$ cat config.mk
export PLATFORM = sky130hd
export DESIGN_NAME = out_bcd_display
export DESIGN_NICKNAME = d
export VERILOG_FILES = /design/src/rtl/out_bcd_display.sv
export SDC_FILE = /design/constraint.sdc
export NUM_CORES = 1
export LEC_CHECK = 0
export BUFFER_PORTS_ARGS = -buffer_cell sky130_fd_sc_hd__buf_2
export CAP_MARGIN = 0
export CORE_ASPECT_RATIO = 1.2
export CORE_MARGIN = 5
export CORE_UTILIZATION = 52
export DETAILED_ROUTE_END_ITERATION = 8
export PLACE_DENSITY_LB_ADDON = 0.1
export SLEW_MARGIN = 20
export SYNTH_ARGS = -nofsm -noshare
export SYNTH_HDL_FRONTEND = slang
export SYNTH_SLANG_ARGS = --single-unit
$ cat constraint.sdc
create_clock -name mclk -period 2.5 [get_ports mclk]
set_clock_uncertainty 0.15 [all_clocks]
set_input_delay 0.5 -clock mclk [delete_from_list [all_inputs] [get_ports mclk]]
set_output_delay 0.5 -clock mclk [all_outputs]
set_load 0.05 [all_outputs]
$ cat src/rtl/out_bcd_display.sv
// out_bcd_display: converts a binary value to packed BCD with a sequential
// double-dabble engine, then multiplexes the digits onto a 7-segment display
// with leading-zero blanking. The display scan runs independently of the converter.
module out_bcd_display #(
   parameter int WIDTH    = 8,
   parameter int DIGITS   = 3,
   parameter int SCAN_DIV = 16
) (
   input  logic                  mclk,
   input  logic                  rst,
   input  logic                  mclk_en,
   input  logic [WIDTH-1:0]      i_data,
   output logic [4*DIGITS-1:0]   o_bcd,
   output logic                  o_valid,
   output logic [DIGITS-1:0]     o_an,
   output logic [6:0]            o_seg
);

   localparam int BCD_W = 4 * DIGITS;
   localparam int CNT_W = $clog2(WIDTH + 1);
   localparam int DIV_W = (SCAN_DIV > 1) ? $clog2(SCAN_DIV) : 1;
   localparam int IDX_W = (DIGITS > 1) ? $clog2(DIGITS) : 1;

   typedef enum logic {S_IDLE, S_CONVERT} state_t;

   state_t             r_state;
   state_t             w_state_nxt;
   logic               w_start;
   logic               w_last_iter;

   logic               r_force;
   logic [WIDTH-1:0]   r_last;
   logic [WIDTH-1:0]   r_shift;
   logic [BCD_W-1:0]   r_scratch;
   logic [CNT_W-1:0]   r_count;
   logic [BCD_W-1:0]   r_bcd;
   logic               r_valid;
   logic [DIV_W-1:0]   r_div;
   logic [IDX_W-1:0]   r_idx;

   logic [BCD_W-1:0]   w_adj;
   logic [BCD_W-1:0]   w_scratch_nxt;
   logic [3:0]         w_nib;
   logic [IDX_W-1:0]   w_msd;

   // Add 3 to every nibble that is 5 or more, ahead of the shift.
   function automatic logic [BCD_W-1:0] f_dabble_adj(input logic [BCD_W-1:0] v);
      logic [BCD_W-1:0] r;
      r = v;
      for (int i = 0; i < DIGITS; i++) begin
         if (v[4*i +: 4] >= 4'd5) r[4*i +: 4] = v[4*i +: 4] + 4'd3;
      end
      return r;
   endfunction

   // Segment pattern for one BCD digit; codes above 9 go dark.
   function automatic logic [6:0] f_seg(input logic [3:0] n);
      case (n)
         4'd0:    return 7'h3F;
         4'd1:    return 7'h06;
         4'd2:    return 7'h5B;
         4'd3:    return 7'h4F;
         4'd4:    return 7'h66;
         4'd5:    return 7'h6D;
         4'd6:    return 7'h7D;
         4'd7:    return 7'h07;
         4'd8:    return 7'h7F;
         4'd9:    return 7'h6F;
         default: return 7'h00;
      endcase
   endfunction

   assign w_adj         = f_dabble_adj(r_scratch);
   assign w_scratch_nxt = {w_adj[BCD_W-2:0], r_shift[WIDTH-1]};

   // Converter state register
   always_ff @(posedge mclk or posedge rst) begin
      if (rst)          r_state <= S_IDLE;
      else if (mclk_en) r_state <= w_state_nxt;
   end

   // Converter next-state logic
   always_comb begin
      w_state_nxt = r_state;
      case (r_state)
         S_IDLE:    if (w_start)     w_state_nxt = S_CONVERT;
         S_CONVERT: if (w_last_iter) w_state_nxt = S_IDLE;
         default:                    w_state_nxt = S_IDLE;
      endcase
   end

   // Converter control outputs: start on a new value (or forced), finish on the last iteration
   always_comb begin
      w_start     = (r_state == S_IDLE) && ((i_data != r_last) || r_force);
      w_last_iter = (r_state == S_CONVERT) && (r_count == CNT_W'(WIDTH - 1));
   end

   // Converter datapath: capture, iterate, publish the finished result
   always_ff @(posedge mclk or posedge rst) begin
      if (rst) begin
         r_force   <= 1'b1;
         r_last    <= '0;
         r_shift   <= '0;
         r_scratch <= '0;
         r_count   <= '0;
         r_bcd     <= '0;
         r_valid   <= 1'b0;
      end else if (mclk_en) begin
         if (w_start) begin
            r_shift   <= i_data;
            r_last    <= i_data;
            r_scratch <= '0;
            r_count   <= '0;
            r_force   <= 1'b0;
         end else if (r_state == S_CONVERT) begin
            r_scratch <= w_scratch_nxt;
            r_shift   <= r_shift << 1;
            r_count   <= r_count + CNT_W'(1);
            if (w_last_iter) begin
               r_bcd   <= w_scratch_nxt;
               r_valid <= 1'b1;
            end
         end
      end
   end

   // Scan divider and digit index, free-running on enabled edges
   always_ff @(posedge mclk or posedge rst) begin
      if (rst) begin
         r_div <= '0;
         r_idx <= '0;
      end else if (mclk_en) begin
         if (r_div == DIV_W'(SCAN_DIV - 1)) begin
            r_div <= '0;
            r_idx <= (r_idx == IDX_W'(DIGITS - 1)) ? '0 : r_idx + IDX_W'(1);
         end else begin
            r_div <= r_div + DIV_W'(1);
         end
      end
   end

   // Digit select, selected nibble and most-significant nonzero digit position
   always_comb begin
      o_an  = '0;
      w_nib = 4'd0;
      w_msd = '0;
      for (int i = 0; i < DIGITS; i++) begin
         if (r_idx == IDX_W'(i)) begin
            o_an[i] = 1'b1;
            w_nib   = r_bcd[4*i +: 4];
         end
         if (r_bcd[4*i +: 4] != 4'd0) w_msd = IDX_W'(i);
      end
   end

   // Segment drive: dark until a result exists and above the leading digit
   always_comb begin
      if (!r_valid || (r_idx > w_msd)) o_seg = 7'h00;
      else                             o_seg = f_seg(w_nib);
   end

   assign o_bcd   = r_bcd;
   assign o_valid = r_valid;

endmodule

======== Word-level counts from Yosys, hierarchy flattened ========
Memory sizes are Yosys's and may differ from the RTL's.
Index checks and enable logic that the tools add are counted.
operators by class
  add/sub/neg operators ................... 6
  equality and inequality tests ........... 5
  $lt $le $gt $ge ......................... 4
  shifts and indexed selects .............. 0
  bitwise gates (word level) .............. 2
  reduce and logical (&&, ||, !) cells .... 13
  divide/modulo/power cells ............... 0
  muxes and demuxes ....................... 23
  multiply operators ...................... 0
operator list
  cell                                                                    count
  4-bit 2-to-1 mux                                                        8
  12-bit 2-to-1 mux                                                       2
  8-bit 2-to-1 mux                                                        2
  4-bit by 3-bit >= comparator with 1-bit output (second input constant)  3
  4-bit by 1-bit adder with 4-bit output (second input constant)          2
  4-bit by 2-bit adder with 4-bit output (second input constant)          2
  8-bit != test                                                           1
  4-bit nonzero test                                                      2
  7-bit 2-to-1 mux                                                        1
  1-bit 2-to-1 mux                                                        6
  2-bit AND reduction                                                     3
  4-bit by 3-bit == test with 1-bit output (second input constant)        1
  4-bit == test (second input constant)                                   1
  2-bit 2-to-1 mux                                                        2
  4-bit AND reduction                                                     1
  3-bit by 2-bit adder with 3-bit output (second input constant)          1
  3-bit 2-to-1 mux                                                        1
  2-bit by 1-bit adder with 2-bit output (second input constant)          1
  2-bit by 1-bit == test with 1-bit output (second input constant)        1
  2-bit == test (second input constant)                                   1
  2-bit > comparator                                                      1
  1-bit logical AND                                                       2
  2-bit zero test                                                         1
  1-bit logical OR                                                        2
  4 further kinds                                                         5
word-level totals
  memories kept ........................... 1
  output and inout bits ................... 23
  logic and storage cells ................. 64
  memory bits (writable) .................. 0
  bits in latches ......................... 0
  bits in registers ....................... 53
  bits in read-only memories .............. 112
memory list
  name              depth  bits a word  rd ports  clocked after memory_dff  wr ports  line  source
  (name not given)  16     7            1         0                         0         58    case (n)

======== Longest topological paths before layout ========
  word-level depth ........................ 6
  gate-level depth with buffers ........... 9
  gate-level depth less buffers ........... 8

======== Least setup slack after synthesis ========
Ideal clock, no wire load.
  path kind ............................... flip-flop to output port
  start point ............................. reg r_idx[1]
  end point ............................... out o_seg[0]
  required time ........................... 1850 ps
  data arrival time ....................... 3577 ps
  path slack .............................. -1727 ps
  stages on the path, launching flop included .. 7
  buffers on the path ..................... 1
  cell sequence ........................... dfrtp_1 > clkbuf_1 > nor2b_1 > a2bb2oi_1 > ha_1 > mux2_2 > a211oi_1
between the ends
  word-level cells in the longest chain between the ends .. 6
RTL lines
  item                           line  source
  start: declaration             39    logic [IDX_W-1:0] r_idx;
  start signal: assignment       135   r_idx <= (r_idx == IDX_W'(DIGITS - 1)) ? '0 : r_idx + IDX_W'(1);
  2-bit zero test                148   if (r_idx == IDX_W'(i)) begin
  4-bit 2-to-1 mux (3 in a row)  148
  memory 16 x 7 bit              n/a
  7-bit 2-to-1 mux *             158   if (!r_valid || (r_idx > w_msd)) o_seg = 7'h00;
  end: declaration               16    output logic [6:0] o_seg
Every way passes the cells marked *; elsewhere a longest branch is shown, timed or not.

======== Final worst setup path ========
  start point ............................. reg r_bcd[10], in the netlist o_bcd[10]
  end point ............................... out o_seg[1]
between the ends
  word-level cells in the longest chain between the ends .. 5
RTL lines
  item                      line  source
  start: declaration        36    logic [BCD_W-1:0] r_bcd;
  start signal: assignment  120   r_bcd <= w_scratch_nxt;
  4-bit nonzero test        152   if (r_bcd[4*i +: 4] != 4'd0) w_msd = IDX_W'(i);
  2-bit 2-to-1 mux          152
  2-bit > comparator        158
  1-bit logical OR          158
  7-bit 2-to-1 mux *        158
Marked as above.

==> results.md <==
| Metric | Value |
|---|---|
| Outcome | complete, but fails checks |
| Violated checks | negative setup slack |
| Post-CTS setup-driven buffer insertion count | 0 |
| Slowest cell on the critical path | sky130_fd_sc_hd__dfrtp_2 |
| WP data required | 1.85 ns |
| Summed negative setup slack over all endpoints | -2.614 ns |
| FF-to-FF setup slack | 0.34 ns |
| Final hold violation count | 0 |
| YS warnings | 0 |
| Max-slew violation total from the final report | 0 |
| Source-to-sink clock delay at the later pin of the worst-skew pair | 0.31 ns |
| Critical Path Sink | o_seg[1] |
| NumNets Final | 358 |
| Type of the setup path with the least slack | reg -> out |
| Setup crit start kind | flip-flop |
| Final cycle utilization of the critical path | 115.8% |
| Dominant synthesized flop cell | sky130_fd_sc_hd__dfrtp_1 |
| Type of the most critical hold path | in -> async |
| Launching point of the worst reg2reg path | r_last[4]$_DFFE_PP0P_ |
| Routed wire length per instance | 15.18 µm |
| Clock Root Buffer | sky130_fd_sc_hd__clkbuf_8 |
| Global-route wire length before repair | 10.73 mm |
| Site row count | 29 |
| Count of endpoints failing setup in the final report | 7 |
| Top library cells by usage in the layout, fill and taps aside | 45 x sky130_fd_sc_hd__dfrtp_1, 34 x sky130_fd_sc_hd__buf_4, 26 x sky130_fd_sc_hd__buf_2, 21 x sky130_fd_sc_hd__nand2_1, 19 x sky130_fd_sc_hd__o21ai_0 |
| Ys async rst share | 100.0% |
| Most common cell after layout, fill and taps aside | sky130_fd_sc_hd__dfrtp_1 |
| Number of maximum-capacitance constraint violations | 0 |
| Die width | 78.29 µm |
| Initial standard-cell utilization of the core | 54.19% |
| Post-layout minimum cycle time | 2.896 ns |
| Post-Synthesis Mean Instance Area | 10.82 µm² |
| Overall Global Routing Usage | 18.57% |
| Reg-to-Reg End | r_shift[3]$_DFFE_PP0P_ |
| Levels on crit path | 8 |
| Number of synthesized flops with an enable pin | 0 |
| Number of vias per cell after detailed routing | 5.580 |
| Sort of element at the end of the critical path | output port |
| Total Wirelength | 5.997 mm |
| Final non-filler cell area | 3724 µm² |
| Clock tree from TritonCTS | yes |
| Flip-flop and latch count after synthesis | 53 |
| Cell area after technology mapping | 2910 µm² |
| Number of global-route vias before repair | 2268 |
| CP bufs+invs | 2 |
| Number of sinks handled by clock tree synthesis | 53 |
| Maximum number of buffers from clock root to sink | 2 |
| Hold buffer count at cts | 0 |
| Clock slew at the register clock pins of the worst setup and hold paths | 0.10 ns |
| Post-placement cell area | 3552 µm² |
| Post-synthesis sequential area ratio | 45.61% |
| Data arrival, critical path | 2.25 ns |
| Total via count in the routed design | 2204 |
| Instance count of the mapped netlist | 269 |
| First-pass detailed-route iteration total | 4 |
| Total core area | 5370 µm² |
| Number of nets still failing antenna checks after routing | 0 |
| Number of antenna diodes | 0 |
| Top-level port count | 34 |
| Count of different cell masters after synthesis | 49 |
| Number of nets in the synthesized netlist | 295 |
| Max Freq | 0.3453 GHz |
| Top delay family on crit path | simple AND/OR/NAND/NOR gates |
| Number of cells on the worst reg-to-reg path | 4 |
| Die Ht | 91.95 µm |
| Number of DRC violations after detailed-routing iteration 0 | 46 |
| Largest fanout on the critical path | 5 |
| Total Die Area | 7199 µm² |
| Gr ovfl total | 0 |
| Number of remaining DRC errors | 0 |
| Final critical-path setup slack | -0.3960 ns |
| Sequence of cells on the critical path | nor4_4 -> ha_1 -> nor2b_4 -> o21ai_4 -> nand2_4 -> buf_12 -> a211oi_4 -> buf_6 |
| Worst slew slack as a fraction of its limit | 53.09% |
| RSZ-0062 raised after global routing | true |
| Cts bufs inserted | 5 |
| Crit. Startpoint | o_bcd[10]$_DFFE_PP0P_ |
| HPWL after detailed placement | 4.571 mm |
| Share of post-route cells with drive strength above 1 | 41.44% |
| Post-route insts no fill | 395 |
| Initial antenna violation count | 0 |
| Level count of the clock H-tree | 2 |
| Critical path's largest stage delay | 0.43 ns |
| Port-buffer cells | 33 |
| Weighted congestion at the end of routability-driven global placement | 0.8572 |
| Slew at the pin with the worst max-slew slack | 0.7036 ns |
| Largest net degree at the start of global routing | 36 |
| Area Growth Syn to Fin | 27.94% |
| # placed instances | 387 |
## cells in the mapped netlist, types with 3 or more instances
cell type / instances / area [µm²]
sky130_fd_sc_hd__o21ai_0: 20 / 100.1
sky130_fd_sc_hd__a21oi_1: 11 / 55.05
sky130_fd_sc_hd__ha_1: 15 / 187.7
sky130_fd_sc_hd__inv_1: 15 / 56.30
sky130_fd_sc_hd__nand2b_1: 6 / 37.54
sky130_fd_sc_hd__nor3b_1: 5 / 37.54
sky130_fd_sc_hd__xnor2_1: 10 / 87.58
sky130_fd_sc_hd__mux2_2: 15 / 168.9
sky130_fd_sc_hd__o22ai_1: 5 / 31.28
sky130_fd_sc_hd__mux2i_1: 8 / 80.08
sky130_fd_sc_hd__a22o_1: 5 / 43.79
sky130_fd_sc_hd__xor2_1: 3 / 26.28
sky130_fd_sc_hd__or2_2: 6 / 37.54
sky130_fd_sc_hd__nand2_1: 22 / 82.58
sky130_fd_sc_hd__nand3_1: 5 / 25.02
sky130_fd_sc_hd__a31o_2: 3 / 26.28
sky130_fd_sc_hd__o2bb2ai_1: 3 / 26.28
sky130_fd_sc_hd__dfrtp_1: 52 / 1301
sky130_fd_sc_hd__nor2_1: 7 / 26.28
sky130_fd_sc_hd__o221a_2: 4 / 45.04
sky130_fd_sc_hd__nor2b_1: 4 / 25.02
sky130_fd_sc_hd__clkbuf_1: 10 / 37.54
sky130_fd_sc_hd__a211oi_1: 4 / 30.03
## how the worst min path moves through the flow
stage / start / endpoint / depth (start not counted)
final: rst / o_bcd[3]$_DFFE_PP0P_ / 2
after global routing: rst / r_scratch[8]$_DFFE_PP0P_ / 2
after CTS: rst / r_scratch[4]$_DFFE_PP0P_ / 2
after detailed placement: r_force$_DFFE_PP1P_ / r_force$_DFFE_PP1P_ / 1
after global placement: r_force$_DFFE_PP1P_ / r_force$_DFFE_PP1P_ / 1
after floorplan: r_force$_DFFE_PP1P_ / r_force$_DFFE_PP1P_ / 1
## timing repair
item,in CTS,in global routing
pin swaps,1,0
endpoints found under the setup margin,7,7
gates resized for setup,16,0
## worst register-to-register path, stage by stage (launching register included)
cell and delay (ns):
sky130_fd_sc_hd__dfrtp_1 0.39, sky130_fd_sc_hd__xor2_1 0.16, sky130_fd_sc_hd__or4_4 0.58, sky130_fd_sc_hd__o41a_4 0.47, sky130_fd_sc_hd__o221a_2 0.30
## cells by family after synthesis
| logic type | count (synthesis) | synth area share (%) |
|---|---|---|
| AOI/OAI and AO/OA | 75 | 20.25 |
| and+or+nand+nor | 62 | 11.09 |
| DFF | 53 | 45.62 |
| buffers and inverters | 28 | 4.127 |
| muxes | 23 | 8.556 |
| adders and majority gates | 15 | 6.449 |
| xor gates and xnor gates | 13 | 3.912 |
## registers in the layout (all words and copies together) (netlist names)
signal	flops
r_scratch	12
r_div	4
r_state	1
r_count	4
r_last	8
o_bcd	12
r_idx	2
o_valid	1
r_force	1
r_shift	8
## metal layers
layer | wire [µm] | share of wire (%) | vias up | track usage (%)
met5 | 0 | 0 | - | 0
met4 | 100 | 1.7 | 0 | 6.560
met2 | 3080 | 51 | 33 | 33.07
met3 | 162 | 2.7 | 6 | 2.451
met1 | 2654 | 44 | 1065 | 22.98
li1 | - | - | 1100 | -
## per-stage QoR
step                hold slack, ns  worst slack [ns]  util [%]
detailed placement          0.3262           -0.1729     66.15
global placement            0.3226           -0.1471     66.15
global route               0.03498           -0.5116     69.34
floorplan                   0.3157           -0.3474         -
CTS                        0.02273           -0.4188     69.34
finish                     0.01434           -0.3960     69.34
## area by class of cell
type                       count  area, µm²
clock inverter                 2      37.54
fill                         434       1647
sequential                    53       1336
timing repair buffer          69      504.2
tap                           62      77.57
clock buffer                   6      82.58
inverter                      15      56.30
multi-input combinational    188       1629
Power is not shown: default switching activity piles up to over one toggle a cycle in this logic, so the estimate is an artifact.
